File: config.mk
export PLATFORM = sky130hd
export DESIGN_NAME = sa_drain_collector
export DESIGN_NICKNAME = d
export VERILOG_FILES = /design/src/rtl/sa_drain_collector.sv
export SDC_FILE = /design/constraint.sdc
export NUM_CORES = 1
export LEC_CHECK = 0
export ABC_AREA = 1
export CELL_PAD_IN_SITES_DETAIL_PLACEMENT = 1
export CELL_PAD_IN_SITES_GLOBAL_PLACEMENT = 1
export CORE_AREA = 10 10 193 195
export DETAILED_ROUTE_END_ITERATION = 12
export DIE_AREA = 0 0 203 205
export PLACE_DENSITY = 0.78
export SYNTH_ARGS = -nofsm -noshare
export SYNTH_HDL_FRONTEND = slang
export SYNTH_SLANG_ARGS = --single-unit
File: constraint.sdc
create_clock -name clk -period 4.13 [get_ports clk]
set_input_delay 0.826 -clock clk [delete_from_list [all_inputs] [get_ports clk]]
set_output_delay 0.826 -clock clk [all_outputs]
set_load 0.01 [all_outputs]
File: src/rtl/sa_drain_collector.sv
// sa_drain_collector: deskews the systolic array's bottom-row psum lanes into rows and queues them in a FIFO
//   clk, reset     : rising-edge clock, synchronous active-high reset
//   in_c, in_valid : skewed psum lanes (lane j lags lane 0 by j cycles), in_valid marks lane 0 of a row
//   out_row, out_valid, out_ready : head-of-FIFO row with valid/ready handshake
//   count          : FIFO occupancy in rows
//   overflow       : sticky, set when a completed row is dropped on a full FIFO
//   SA_DRAIN_CLIP_EN : when defined, each lane saturates to 2*SIZE bits before the FIFO write
module sa_drain_collector #(
  parameter int SIZE  = 8,
  parameter int COLS  = 4,
  parameter int DEPTH = 4
) (
  input  logic                            clk,
  input  logic                            reset,
  input  logic [COLS*(2*SIZE+1)-1:0]      in_c,
  input  logic                            in_valid,
  output logic [COLS*(2*SIZE+1)-1:0]      out_row,
  output logic                            out_valid,
  input  logic                            out_ready,
  output logic [$clog2(DEPTH):0]          count,
  output logic                            overflow
);
  localparam int PSW = 2*SIZE+1;
  localparam int AW  = $clog2(DEPTH);
  localparam int CW  = AW+1;
  localparam int RW  = COLS*PSW;

  function automatic logic [PSW-1:0] clip(input logic [PSW-1:0] v);
`ifdef SA_DRAIN_CLIP_EN
    return v[PSW-1] ? {1'b0, {(PSW-1){1'b1}}} : v;
`else
    return v;
`endif
  endfunction

  logic [COLS-2:0] vp;
  logic            row_done;
  logic [RW-1:0]   row;
  logic [RW-1:0]   mem [DEPTH];
  logic [AW-1:0]   wp, rp;
  logic [CW-1:0]   cnt;
  logic            pop, full, wr;

  assign row_done = vp[COLS-2];

  always_ff @(posedge clk)
    if (reset) vp <= '0;
    else vp <= (vp << 1) | (COLS-1)'(in_valid);

  // lane j waits COLS-1-j cycles so every lane of a row lines up with the last lane
  for (genvar j = 0; j < COLS-1; j++) begin : g_dly
    logic [PSW-1:0] sr [COLS-1-j];
    always_ff @(posedge clk)
      if (reset) sr <= '{default: '0};
      else begin
        sr[0] <= in_c[j*PSW +: PSW];
        for (int k = 1; k < COLS-1-j; k++) sr[k] <= sr[k-1];
      end
    assign row[j*PSW +: PSW] = clip(sr[COLS-2-j]);
  end
  assign row[(COLS-1)*PSW +: PSW] = clip(in_c[(COLS-1)*PSW +: PSW]);

  assign pop       = out_valid & out_ready;
  assign full      = cnt == CW'(DEPTH);
  // a pop in the same cycle frees the slot, so a full FIFO still accepts the row
  assign wr        = row_done & (~full | pop);
  assign out_valid = cnt != '0;
  assign out_row   = mem[rp];
  assign count     = cnt;

  always_ff @(posedge clk)
    if (wr) mem[wp] <= row;

  always_ff @(posedge clk)
    if (reset) begin
      wp       <= '0;
      rp       <= '0;
      cnt      <= '0;
      overflow <= 1'b0;
    end else begin
      if (wr) wp <= wp + AW'(1);
      if (pop) rp <= rp + AW'(1);
      cnt <= cnt + CW'(wr) - CW'(pop);
      if (row_done & full & ~pop) overflow <= 1'b1;
    end
endmodule

# Word level (Yosys, flattened, before mapping)
# Memory sizes are Yosys's and may differ from the RTL's. A register that Yosys moved wholly into a read port is not among the register bits.
# Index checks and enable logic that the tools add are counted.
totals:
  register_bits: 113
  mem_bits_rw: 272
  inputBits: 72
  out_inout_bits: 73
  word_cells: 30
  memories: 1
memory_table:
  columns: ["name", "depth", "width", "read_ports", "rd_ports_with_merged_regs", "wr", "line_no", "rtl"]
  rows:
  - ["mem", 4, 68, 1, 1, 1, "39", "logic [RW-1:0] mem [DEPTH];"]
op_classes:
  addsub: 4
  eq_ne: 1
  n_mux: 4
  n_bitwise: 8
  n_reduce_logical: 1
op_table:
  columns: ["operator", "count"]
  rows:
  - ["$add 2x1->2 const B", 2]
  - ["$and 1x1->1", 4]
  - ["$mux 2", 2]
  - ["$add 3x1->3", 1]
  - ["$eq 3x3->1 const B", 1]
  - ["$or 3x1->3", 1]
  - ["$reduce_bool 3->1", 1]
  - ["$sub 3x1->3", 1]
  - ["$mux 1", 2]
  - ["$not 1->1", 2]
  - ["$or 1x1->1", 1]

# Logic depth before layout (Yosys ltp)
depth:
  depth_word: 6
  ltp_mapped: 12
  mapped_depth_nobuf: 12

# Worst setup path after synthesis
# No wires, ideal clock.
synth_path:
  kind: "input -> register"
  startpoint: "input port out_ready"
  endpoint: "memory mem[0][0] in the netlist's numbering (enable)"
  setup_time_ns: 0.495
  arrival_ns: 3.981
  required_ns: 3.635
  slack_ns: -0.346
  path_stages: 4
  path_buffers: 0
  path_cell_list: "inv_1 > nand3_1 > nand2_1 > nor2_1"
synth_via:
  elab_chain_cells: 5
synth_rtl:
  columns: ["element", "line_no", "rtl"]
  rows:
  - ["start: declaration", "19", "input logic out_ready,"]
  - ["$and 1x1->1", "63", "assign pop = out_valid & out_ready;"]
  - ["$or 1x1->1", "66", "assign wr = row_done & (~full | pop);"]
  - ["$and 1x1->1", "66", null]
  - ["$mux 1", "72", "if (wr) mem[wp] <= row;"]
  - ["$mux 1 (not written as such)", "72", null]
  - ["end: declaration", "39", null]
# Every way passes these cells.

==> summary.md <==
| Metric | Value |
|---|---|
| First-pass DRT Iterations | 5 |
| First-pass GRT wire length | roughly 49000 um |
| Clk sinks | between 300 and 400 |
| Place WS | between 0.9 and 1 ns |
| Adder-Cell Fraction of Synth Area | 0.00703 |
| Die span in x | between 200 and 250 um |
| Area share of the largest cell type after synthesis | 0.604 |
| Minimum clock period | approximately 3.7 ns |
| Post-route cell area | 16700 um2 |
| Period Utilization, post-route | 0.886 |
| Vias | 8274 |
| Cell area after synthesis | roughly 14000 um2 |
| Synth area leaders | edfxtp_1, dfxtp_1, nor2_1 |
| Crit Path Class | reg2out |
| Critical Path Source Type | register |
| 1st-iter DRT viols | 443 |
| Complex-gate fraction of the synthesized area | 0.0832 |
| Fin worst setup slack | between 0.4 and 0.5 ns |
| CTS tree | yes |
| Final setup violation count | 0 |
| Largest family of logic cells by synthesized area | compound AO/OA/AOI/OAI gates |
| Most frequent cells in the layout | edfxtp_1, nor2_1, clkdlybuf4s50_1 |
| Crit path max fanout | 39 |
| DRC violations left | 0 |
| GP Congestion | between 0.6 and 0.7 |
| Drt total wl | between 30000 and 40000 um |
| NumNets Final | between 1000 and 1500 |
| Yosys warning count | 0 |
| Final hold viol count | 0 |
| Syn avg cell area | ~13 um2 |
| Commonest non-fill, non-tap cell in the layout | edfxtp_1 |
| Initial antenna violation count | 1 |
| RSZ-0062 raised after global routing | false |
| Dpl hpwl | 19300 um |
| Normalized max-slew margin | 0.415 |
| Clk Latency, worst-skew pair | around 0.52 ns |
| Number of buffers inserted by hold repair at cts | 0 |
| Fmax | around 270 MHz |
| Seq cells post-synth | 387 |
| Area of the multi-input gates | 2300 um2 |
| Clock root buffer | clkbuf_16 |
| Synth-to-Final Area Change | 23.7% |
| H-tree levels | 2 |
| Synth area leader | edfxtp_1 |
| Status | finished clean |
| Cts repair resizes | 0 |
| Core ar. | ~33000 um2 |
| Number of max-cap violations | 0 |
| Die area | 41600 um2 |
| Initial Util | 0.407 |
| Worst setup EP type | output pin |
| Hold_ws | 0.396 ns |
| Synthesized netlist cell count | around 1100 |
| Sequential Area | about 10000 um2 |
| Hold crit path type | reg2reg |
| # diodes | 0 |
| Post-CTS setup buffer count | 0 |
| Cell Pwr Density | around 570 nW/um2 |
| Fill cells | roughly 3400 |
| Number of placement rows | 67 |
| Dpl cell area | approximately 15000 um2 |
| Leak Pwr | 6.08 nW |
| Post-Syn Nets | ~1100 |
| Post-synthesis xor/xnor area fraction | 0 |
| CTS Buf Count | 40 |
| Ratio of cells with drive above 1 in the final layout | 0.0631 |
| Total grt overflow | 0 |
| Clock slew at reported path FFs | around 0.06 ns |
| Final slew viol count | 0 |
| Crit path DAT | about 2.8 ns |
| Antenna Nets Post-Route | 0 |
| Vias in the first global route | roughly 9000 |
| Port-buffer cells | between 100 and 150 |
| Worst Tran Pin Value | 0.878 ns |
| Largest net degree at the start of global routing | roughly 120 |
| Critical Path RT | ~3.3 ns |
| Simple-gate share of the synthesized area | 0.0772 |
| Die Y | 205 um |
| Final Skew | between 0.015 and 0.02 ns |
| Avg WL per Cell | between 15 and 20 um |
| Sequential cell area fraction in the yosys report | 0.774 |
| Vias per cell | 4.91 |
| Mux contribution to synthesized area | 0 |
| Longest Clk Path Bufs | 3 |
| VDD IR max | ~0.25 mV |
| Gr usage total | 0.149 |
| Distinct cells, synth | 20 |
| Io pins | 145 |
-- state kept, by name, indices dropped and copies added (netlist names), named ones only --
name	flops
count	3
mem	272
overflow	1
g_dly.sr	102
wp	2
rp	2
vp	3
-- Yosys cell counts --
cell and count:
dfxtp_1 115, o21ai_0 131, ha_1 6, inv_6 1, buf_2 23, nor2_1 255
clkbuf_1 12, o22ai_1 68, fa_1 1, clkbuf_2 9, clkbuf_4 2, a21oi_1 4
nand3_1 5, o21ai_1 5, nand2_1 15, buf_6 9, inv_2 1, nand4_1 1
inv_1 123, edfxtp_1 272
-- through the flow --
step,power (mW),utilization,cells,TNS (ns)
after CTS,9.65,0.503,1684,0
after global routing,9.98,0.503,1684,0
after global placement,6.12,0.465,1610,0
after floorplan,5.28,-,1058,-94.09
final,9.51,0.503,1684,0
after detailed placement,6.19,0.465,1610,0
-- report_power, final --
group / total (mW) / leakage [nW] / internal [mW] / switching (mW)
Clock: 3.44 / 0.616 / 2.04 / 1.40
Sequential: 4.31 / 3.44 / 4.23 / 0.0728
Combinational: 1.76 / 2.02 / 0.767 / 0.997
Total: 9.51 / 6.08 / 7.04 / 2.47
-- critical path: stages (launching register included) --
cell	delay, ns
dfxtp_2	0.45
inv_2	0.53
buf_12	0.30
o21ai_0	0.17
o22ai_1	0.24
clkdlybuf4s50_1	0.61
-- area by class of cell --
cell class	count	area share
clock buffer	59	0.0678
clock inverter	15	0.00785
inverter	125	0.0283
multi-input combinational	491	0.137
sequential	387	0.626
tap	448	0.0335
timing repair buffer	159	0.0994
-- final timing paths --
path | start | endpoint | slack (ns) | cells after the start
setup / recovery | register | out_row[53] | 0.47 | 5
setup reg to reg | count[1]$_SDFF_PP0_ | count[1]$_SDFF_PP0_ | 1.76 | 9
hold / removal | g_dly[0].sr[47]$_SDFF_PP0_ | g_dly[0].sr[30]$_SDFF_PP0_ | 0.40 | 2
hold reg to reg | g_dly[0].sr[47]$_SDFF_PP0_ | g_dly[0].sr[30]$_SDFF_PP0_ | 0.40 | 2
-- metal layers --
metal | vias to the layer above | part of all wire | global-route usage
met5 | - | 0.00025 | 0
met4 | 2 | 0.018 | 0.0402
met3 | 49 | 0.048 | 0.0310
met2 | 184 | 0.50 | 0.267
met1 | 4130 | 0.43 | 0.179
li1 | 3909 | - | -
-- cell families (layout without fill, tap and decap cells) --
logic type      after synthesis  count (layout)
compound gates              208             208
simple gates                276             276
flops                       387             387
buf+inv                     180             358
fa+ha+maj                     7               7
(Power assumes the default switching activity.)
